<file path="src/rtl/regfile_wb_arbiter_pkg.sv">
// regfile_wb_arbiter_pkg: shared widths, arbiter state and FIFO entry type
package regfile_wb_arbiter_pkg;
    localparam int REG_W = 5;
    localparam int XLEN  = 32;
    typedef enum logic {ARB, DRAIN} arb_state_e;
    typedef struct packed {
        logic [REG_W-1:0] rd;
        logic [XLEN-1:0]  data;
    } md_entry_t;
endpackage

</file>
<file path="src/rtl/regfile_wb_arbiter_if.sv">
// regfile_wb_arbiter_if: writeback, mul/div and register-file port signals
interface regfile_wb_arbiter_if;
    import regfile_wb_arbiter_pkg::*;
    logic             WbValid;
    logic [REG_W-1:0] WbRd;
    logic [XLEN-1:0]  WbData;
    logic             MdValid;
    logic [REG_W-1:0] MdRd;
    logic [XLEN-1:0]  MdData;
    logic             MdReady;
    logic             RegWriteEn;
    logic [REG_W-1:0] RegWriteAddr;
    logic [XLEN-1:0]  RegWriteData;
    logic             PipeStall;
    logic [XLEN-1:0]  RdBusy;
    modport master (
        output WbValid, WbRd, WbData, MdValid, MdRd, MdData,
        input  MdReady, RegWriteEn, RegWriteAddr, RegWriteData, PipeStall, RdBusy
    );
    modport slave (
        input  WbValid, WbRd, WbData, MdValid, MdRd, MdData,
        output MdReady, RegWriteEn, RegWriteAddr, RegWriteData, PipeStall, RdBusy
    );
endinterface

</file>
<file path="src/rtl/regfile_wb_arbiter_fifo.sv">
// wb_result_fifo: mul/div result queue with per-entry valid bits for the busy mask
module wb_result_fifo
    import regfile_wb_arbiter_pkg::*;
#(
    parameter int DEPTH = 2
) (
    input  logic            clk,
    input  logic            rst,
    input  logic            i_push,
    input  logic            i_pop,
    input  md_entry_t       i_entry,
    output md_entry_t       o_head,
    output logic            o_full,
    output logic            o_empty,
    output logic [XLEN-1:0] o_busy
);
    localparam int PTR_W = $clog2(DEPTH);
    md_entry_t        r_mem [DEPTH];
    logic [DEPTH-1:0] r_valid;
    logic [PTR_W-1:0] r_wr_ptr;
    logic [PTR_W-1:0] r_rd_ptr;
    logic [PTR_W:0]   r_count;
    logic [XLEN-1:0]  w_busy;
    assign o_head  = r_mem[r_rd_ptr];
    assign o_full  = r_count == (PTR_W+1)'(DEPTH);
    assign o_empty = r_count == '0;
    assign o_busy  = w_busy;
    // Pointers, occupancy and valid bits; clear on pop before set on push
    always_ff @(posedge clk or posedge rst) begin
        if (rst) begin
            r_valid  <= '0;
            r_wr_ptr <= '0;
            r_rd_ptr <= '0;
            r_count  <= '0;
        end else begin
            if (i_pop) begin
                r_rd_ptr          <= r_rd_ptr + PTR_W'(1);
                r_valid[r_rd_ptr] <= 1'b0;
            end
            if (i_push) begin
                r_wr_ptr          <= r_wr_ptr + PTR_W'(1);
                r_valid[r_wr_ptr] <= 1'b1;
            end
            r_count <= r_count + (PTR_W+1)'(i_push) - (PTR_W+1)'(i_pop);
        end
    end
    // Entry storage needs no reset; valid bits gate every use
    always_ff @(posedge clk) begin
        if (i_push) r_mem[r_wr_ptr] <= i_entry;
    end
    // Destination mask of every queued entry; x0 is never reported
    always_comb begin
        w_busy = '0;
        for (int i = 0; i < DEPTH; i++)
            if (r_valid[i]) w_busy[r_mem[i].rd] = 1'b1;
        w_busy[0] = 1'b0;
    end
endmodule

</file>
<file path="src/rtl/regfile_wb_arbiter.sv">
// regfile_wb_arbiter: shares the register-file write port between writeback and mul/div results
module regfile_wb_arbiter
    import regfile_wb_arbiter_pkg::*;
#(
    parameter int DEPTH        = 2,
    parameter int STARVE_LIMIT = 4
) (
    input logic                 clk,
    input logic                 rst,
    regfile_wb_arbiter_if.slave bus
);
    localparam int CNT_W = $clog2(STARVE_LIMIT + 1);
    localparam logic [CNT_W-1:0] LIMIT = CNT_W'(STARVE_LIMIT);
    arb_state_e       r_state;
    arb_state_e       w_state_nxt;
    logic [CNT_W-1:0] r_starve;
    logic [CNT_W-1:0] w_starve_nxt;
    logic [CNT_W-1:0] w_starve_inc;
    logic             w_wb_req;
    logic             w_wb_win;
    logic             w_lost;
    logic             w_hit;
    logic             w_push;
    logic             w_pop;
    logic             w_full;
    logic             w_empty;
    md_entry_t        w_head;
    logic [XLEN-1:0]  w_busy;
    assign w_wb_req = bus.WbValid && bus.WbRd != '0;
    assign w_wb_win = r_state == ARB && w_wb_req;
    assign w_pop    = !w_empty && !w_wb_win;
    assign w_lost   = w_wb_win && !w_empty;
    assign w_push   = bus.MdValid && !w_full && bus.MdRd != '0;
    assign bus.MdReady      = !w_full;
    assign bus.PipeStall    = r_state == DRAIN;
    assign bus.RdBusy       = w_busy;
    assign bus.RegWriteEn   = w_wb_win || w_pop;
    assign bus.RegWriteAddr = w_wb_win ? bus.WbRd : w_head.rd;
    assign bus.RegWriteData = w_wb_win ? bus.WbData : w_head.data;
    wb_result_fifo #(.DEPTH(DEPTH)) u_fifo (
        .clk     (clk),
        .rst     (rst),
        .i_push  (w_push),
        .i_pop   (w_pop),
        .i_entry ('{rd: bus.MdRd, data: bus.MdData}),
        .o_head  (w_head),
        .o_full  (w_full),
        .o_empty (w_empty),
        .o_busy  (w_busy)
    );
    // Arbiter state and starvation count
    always_ff @(posedge clk or posedge rst) begin
        if (rst) begin
            r_state  <= ARB;
            r_starve <= '0;
        end else begin
            r_state  <= w_state_nxt;
            r_starve <= w_starve_nxt;
        end
    end
    // Forced drain once the head has lost STARVE_LIMIT arbitrations in a row; DRAIN lasts one cycle
    always_comb begin
        w_starve_inc = r_starve + CNT_W'(1);
        w_hit        = w_lost && w_starve_inc == LIMIT;
        w_state_nxt  = w_hit ? DRAIN : ARB;
        w_starve_nxt = (w_lost && !w_hit) ? w_starve_inc : '0;
    end
endmodule

</file>
<file path="src/flat_wrapper.sv">
// flat-port wrapper written by rule: the top's interface ports become plain ports
module regfile_wb_arbiter_flat import regfile_wb_arbiter_pkg::*;
#(
    parameter int DEPTH        = 2,
    parameter int STARVE_LIMIT = 4
)
  (clk, rst, bus_WbValid, bus_WbRd, bus_WbData, bus_MdValid, bus_MdRd, bus_MdData, bus_MdReady, bus_RegWriteEn, bus_RegWriteAddr, bus_RegWriteData, bus_PipeStall, bus_RdBusy);
  regfile_wb_arbiter_if bus_i ();
  input logic clk;
  input logic rst;
  input wire logic [$bits(bus_i.WbValid)-1:0] bus_WbValid;
  input wire logic [$bits(bus_i.WbRd)-1:0] bus_WbRd;
  input wire logic [$bits(bus_i.WbData)-1:0] bus_WbData;
  input wire logic [$bits(bus_i.MdValid)-1:0] bus_MdValid;
  input wire logic [$bits(bus_i.MdRd)-1:0] bus_MdRd;
  input wire logic [$bits(bus_i.MdData)-1:0] bus_MdData;
  output wire logic [$bits(bus_i.MdReady)-1:0] bus_MdReady;
  output wire logic [$bits(bus_i.RegWriteEn)-1:0] bus_RegWriteEn;
  output wire logic [$bits(bus_i.RegWriteAddr)-1:0] bus_RegWriteAddr;
  output wire logic [$bits(bus_i.RegWriteData)-1:0] bus_RegWriteData;
  output wire logic [$bits(bus_i.PipeStall)-1:0] bus_PipeStall;
  output wire logic [$bits(bus_i.RdBusy)-1:0] bus_RdBusy;
  assign bus_i.WbValid = bus_WbValid;
  assign bus_i.WbRd = bus_WbRd;
  assign bus_i.WbData = bus_WbData;
  assign bus_i.MdValid = bus_MdValid;
  assign bus_i.MdRd = bus_MdRd;
  assign bus_i.MdData = bus_MdData;
  assign bus_MdReady = bus_i.MdReady;
  assign bus_RegWriteEn = bus_i.RegWriteEn;
  assign bus_RegWriteAddr = bus_i.RegWriteAddr;
  assign bus_RegWriteData = bus_i.RegWriteData;
  assign bus_PipeStall = bus_i.PipeStall;
  assign bus_RdBusy = bus_i.RdBusy;
  regfile_wb_arbiter #(.DEPTH(DEPTH), .STARVE_LIMIT(STARVE_LIMIT)) u_core (.clk(clk), .rst(rst), .bus(bus_i));
endmodule
</file>
<file path="config.mk">
export PLATFORM = sky130hd
export DESIGN_NAME = regfile_wb_arbiter_flat
export DESIGN_NICKNAME = d
export VERILOG_FILES = /design/src/rtl/regfile_wb_arbiter_pkg.sv /design/src/rtl/regfile_wb_arbiter_if.sv /design/src/rtl/regfile_wb_arbiter_fifo.sv /design/src/rtl/regfile_wb_arbiter.sv /design/src/flat_wrapper.sv
export SDC_FILE = /design/constraint.sdc
export NUM_CORES = 1
export LEC_CHECK = 0
export ABC_AREA = 1
export BUFFER_PORTS_ARGS = -buffer_cell sky130_fd_sc_hd__buf_2
export CORE_MARGIN = 1.5
export CORE_UTILIZATION = 54
export DETAILED_ROUTE_END_ITERATION = 16
export PLACE_DENSITY = 0.91
export SLEW_MARGIN = 10
export SYNTH_ARGS = -nofsm -noshare
export SYNTH_HDL_FRONTEND = slang
export SYNTH_SLANG_ARGS = --single-unit
</file>
<file path="constraint.sdc">
create_clock -name clk -period 4.4 [get_ports clk]
set_input_delay 0.44 -clock clk [delete_from_list [all_inputs] [get_ports clk]]
set_output_delay 0.44 -clock clk [all_outputs]
set_load 0.02 [all_outputs]
</file>
==> summary.txt <==
Timing
  – Slew Limit Fails: 0
  – Final number of setup-violating endpoints: 0
  – RSZ-0062 raised after global routing: false
  – Hold Violations, Final: 0
  – Post-layout minimum cycle time: 2.77 ns
  – Final TNS setup: 0 ns
  – Period utilization: 62.9%
  – Slew @ Worst Pin: 1.13 ns
  – FMAX: 0.361 GHz
  – Max-slew headroom: approximately a quarter
  – Worst Clk Skew: 0.0118 ns

Detailed routing
  – Drt first pass iters: 4
  – WL final: 9550 um
  – Routed vias: 3447
  – DRC errors left: 0
  – Vias per cell: approximately 5.3
  – Antenna Nets Post-Route: 0
  – Initial drt markers: 254
  – Drt wl/cell: 14.6 um

Power
  – PwrDens: about 520 nW/um2
  – Logic pwr share: 37.6%
  – Static Leak: approximately 0.0022 uW
  – Worst vdd ir: 0.000265 V
  – Sequential share of power: between 40 and 50%
  – Clock share of power: between 15 and 20%
  – Psw: 1040 uW
  – Int Pwr: ~1600 uW
  – Sw frac: 39.6%

Placement
  – Post-DP Area: 4880 um2
  – Post-DP HPWL: 6880 um
  – Placed cell count: about 640
  – Gpl congestion: 0.903
  – Input/output buffers: about 150

Hold path
  – HP Class: in -> async

Synth
  – Synthesized Nets: 486
  – Cells after Synth: approximately 400
  – Share of the yosys chip area belonging to registers: 60.2%
  – Synth Warn #: 0
  – Yosys cell types: 24
  – Yosys reg bits: 84
  – Mapped Avg Cell Area: 10.1 um2
  – Post-synthesis instance area: 4110 um2

Setup path
  – Flop2flop setup slack: about 2.1 ns
  – Required time of the critical path: 3.96 ns
  – Startpoint types: flop
  – Bufs and invs on worst path: 2
  – CP max-delay cell: nand2_2
  – Crit path max-delay family: simple AND/OR/NAND/NOR gates
  – Crit path kind: reg -> out
  – Crit-path max cell delay: approximately 0.53 ns
  – Crit-path max FO: 53
  – Arrival time at the worst endpoint: 2.33 ns
  – Critical path endpoint category: output port
  – Worst path cell trace: nor2_2 > nand2_2 > buf_4 > o21ai_0 > o21a_1 > buf_2

Run
  – Max_cap viols: 0

Final layout
  – Post-layout util: between 60 and 70%
  – Cell Count, Final, Fillers Out: approximately 650
  – Layout Nets: between 600 and 700
  – Diodes inserted: 0
  – Commonest non-fill, non-tap cell in the layout: buf_2
  – Finished Cell Area: 5050 um2
  – Most frequent cells in the layout: buf_2, edfxtp_1, nor2_1
  – Fraction of layout cells with a size suffix above 1: between 30% and 40%
  – Syn-to-layout area delta: 22.8%

CTS
  – Cts bufs inserted: 9
  – CTS sink cnt: 84
  – CTS Buffer Depth: 2
  – CTS tree: yes
  – CTS Hold Bufs: 0
  – Root buffer cell: clkbuf_8
  – Reg clk slew, reported paths: about 0.09 ns
  – Latest clock arrival within the worst-skew pair: 0.34 ns
  – H-tree depth: 3
  – Post-CTS Setup Inserts: 0
  – Post-CTS sizing: 0

Global routing
  – Total track usage: between 20% and 30%
  – Initial antenna violation count: 0
  – Largest net degree at the start of global routing: 54
  – Global-route wire length before repair: approximately 16000 um
  – Vias in the first global route: about 3300
  – GRT overflow: 0

Floorplanning
  – Die area: slightly above 8000 um2
  – Die Ht: 90.2 um
  – Num rows: 31
  – Die X: about 90 um
  – Initial Util: 56.4%
  – IO Count: 150
  – Core ar.: around 7300 um2

Status
  – Outcome: complete, no violations
## state kept, by name (all words and copies together), names as in the netlist
name / cells
u_core.u_fifo.r_wr_ptr: 1
u_core.u_fifo.r_count: 2
u_core.u_fifo.r_rd_ptr: 1
u_core.r_starve: 3
u_core.bus.PipeStall: 1
u_core.u_fifo.r_mem: 74
u_core.u_fifo.r_valid: 2
## cells by family (layout without fill, tap and decap cells)
group | after synthesis | after routing | synth area share, %
XOR/XNOR | 1 | 1 | 0.213
buffers and inverters | 42 | 192 | 5.39
other | 1 | 1 | 0.0912
flip-flops | 84 | 84 | 60.2
AO/OA/AOI/OAI | 101 | 101 | 14.5
AND/OR/NAND/NOR | 173 | 173 | 18.8
adder cells (fa/ha/maj) | 3 | 3 | 0.913
## worst reg2reg max path: stages, from the launching register on
cell and delay, ns:
dfrtp_1 0.42, inv_1 0.07, nor2_1 0.06, nor2_1 0.11
nand2_1 0.13, inv_1 0.11, nand2_1 0.07, inv_1 0.61
buf_4 0.40
## cell type report
type	count	area (um2)
sequential	84	2470
fill	573	2250
multi-input combinational	279	1420
timing repair buffer	151	763
clock buffer	10	128
tap	99	124
inverter	25	93.8
clock inverter	6	41.3
## synth_stat cells
master | instances | area (um2)
buf_2 | 6 | 30.0
o21ai_0 | 58 | 290
nand2_2 | 1 | 6.26
edfxtp_1 | 74 | 2220
ha_1 | 3 | 37.5
nor2_1 | 74 | 278
inv_2 | 6 | 22.5
nand3_1 | 18 | 90.1
nor3_4 | 3 | 48.8
nor3b_1 | 1 | 7.51
nor3_2 | 8 | 80.1
buf_4 | 5 | 37.5
dfrtp_1 | 10 | 250
conb_1 | 1 | 3.75
xor2_1 | 1 | 8.76
nor3_1 | 2 | 10.0
o21ai_1 | 7 | 35.0
clkbuf_1 | 1 | 3.75
o21a_1 | 32 | 240
nand2_1 | 65 | 244
nor2_2 | 1 | 6.26
inv_1 | 19 | 71.3
o211ai_1 | 4 | 30.0
buf_6 | 5 | 56.3
## power by group through the flow
| stage | Clock [uW] | Combinational [uW] | Sequential (uW) |
|---|---|---|---|
| final | 470 | 988 | 1170 |
| after global placement | 0 | 965 | 1170 |
| after CTS | 482 | 995 | 1170 |
| after floorplan | 0 | 718 | 1160 |
| after global routing | 507 | 1090 | 1180 |
| after detailed placement | 0 | 991 | 1180 |
## worst paths after layout
path / startpoint / end / depth (start not counted)
hold reg to reg: u_core.u_fifo.r_valid[0]$_DFF_PP0_ / u_core.u_fifo.r_valid[0]$_DFF_PP0_ / 2
min in group clk: bus_MdData[5] / u_core.u_fifo.r_mem[1][5]$_DFFE_PP_ / 1
setup / recovery: u_core.bus.PipeStall$_DFF_PP0_ / bus_RegWriteData[11] / 6
setup reg to reg: u_core.u_fifo.r_count[1]$_DFF_PP0_ / u_core.u_fifo.r_mem[1][22]$_DFFE_PP_ / 8
max in group asynchronous: rst / u_core.u_fifo.r_rd_ptr$_DFFE_PP0P_ / 2
hold / removal: rst / u_core.r_starve[1]$_DFF_PP0_ / 2
## through the flow
step	worst slack, ns	hold WS [ns]	total power (uW)
finish	1.63	0.0660	2630
global route	1.43	0.0787	2790
CTS	1.62	0.0585	2640
detailed placement	1.68	0.438	2170
global placement	1.80	0.421	2140
floorplan	1.73	0.280	1880
## layer usage
metal,vias to the layer above,global-route usage [%],part of all wire (%)
met5,-,0,0
met4,0,8.20,0.61
met3,5,5.08,6.5
met2,161,42.9,51
met1,1593,29.1,42
li1,1688,-,-
No activity file was read; power rests on OpenSTA's default activity.
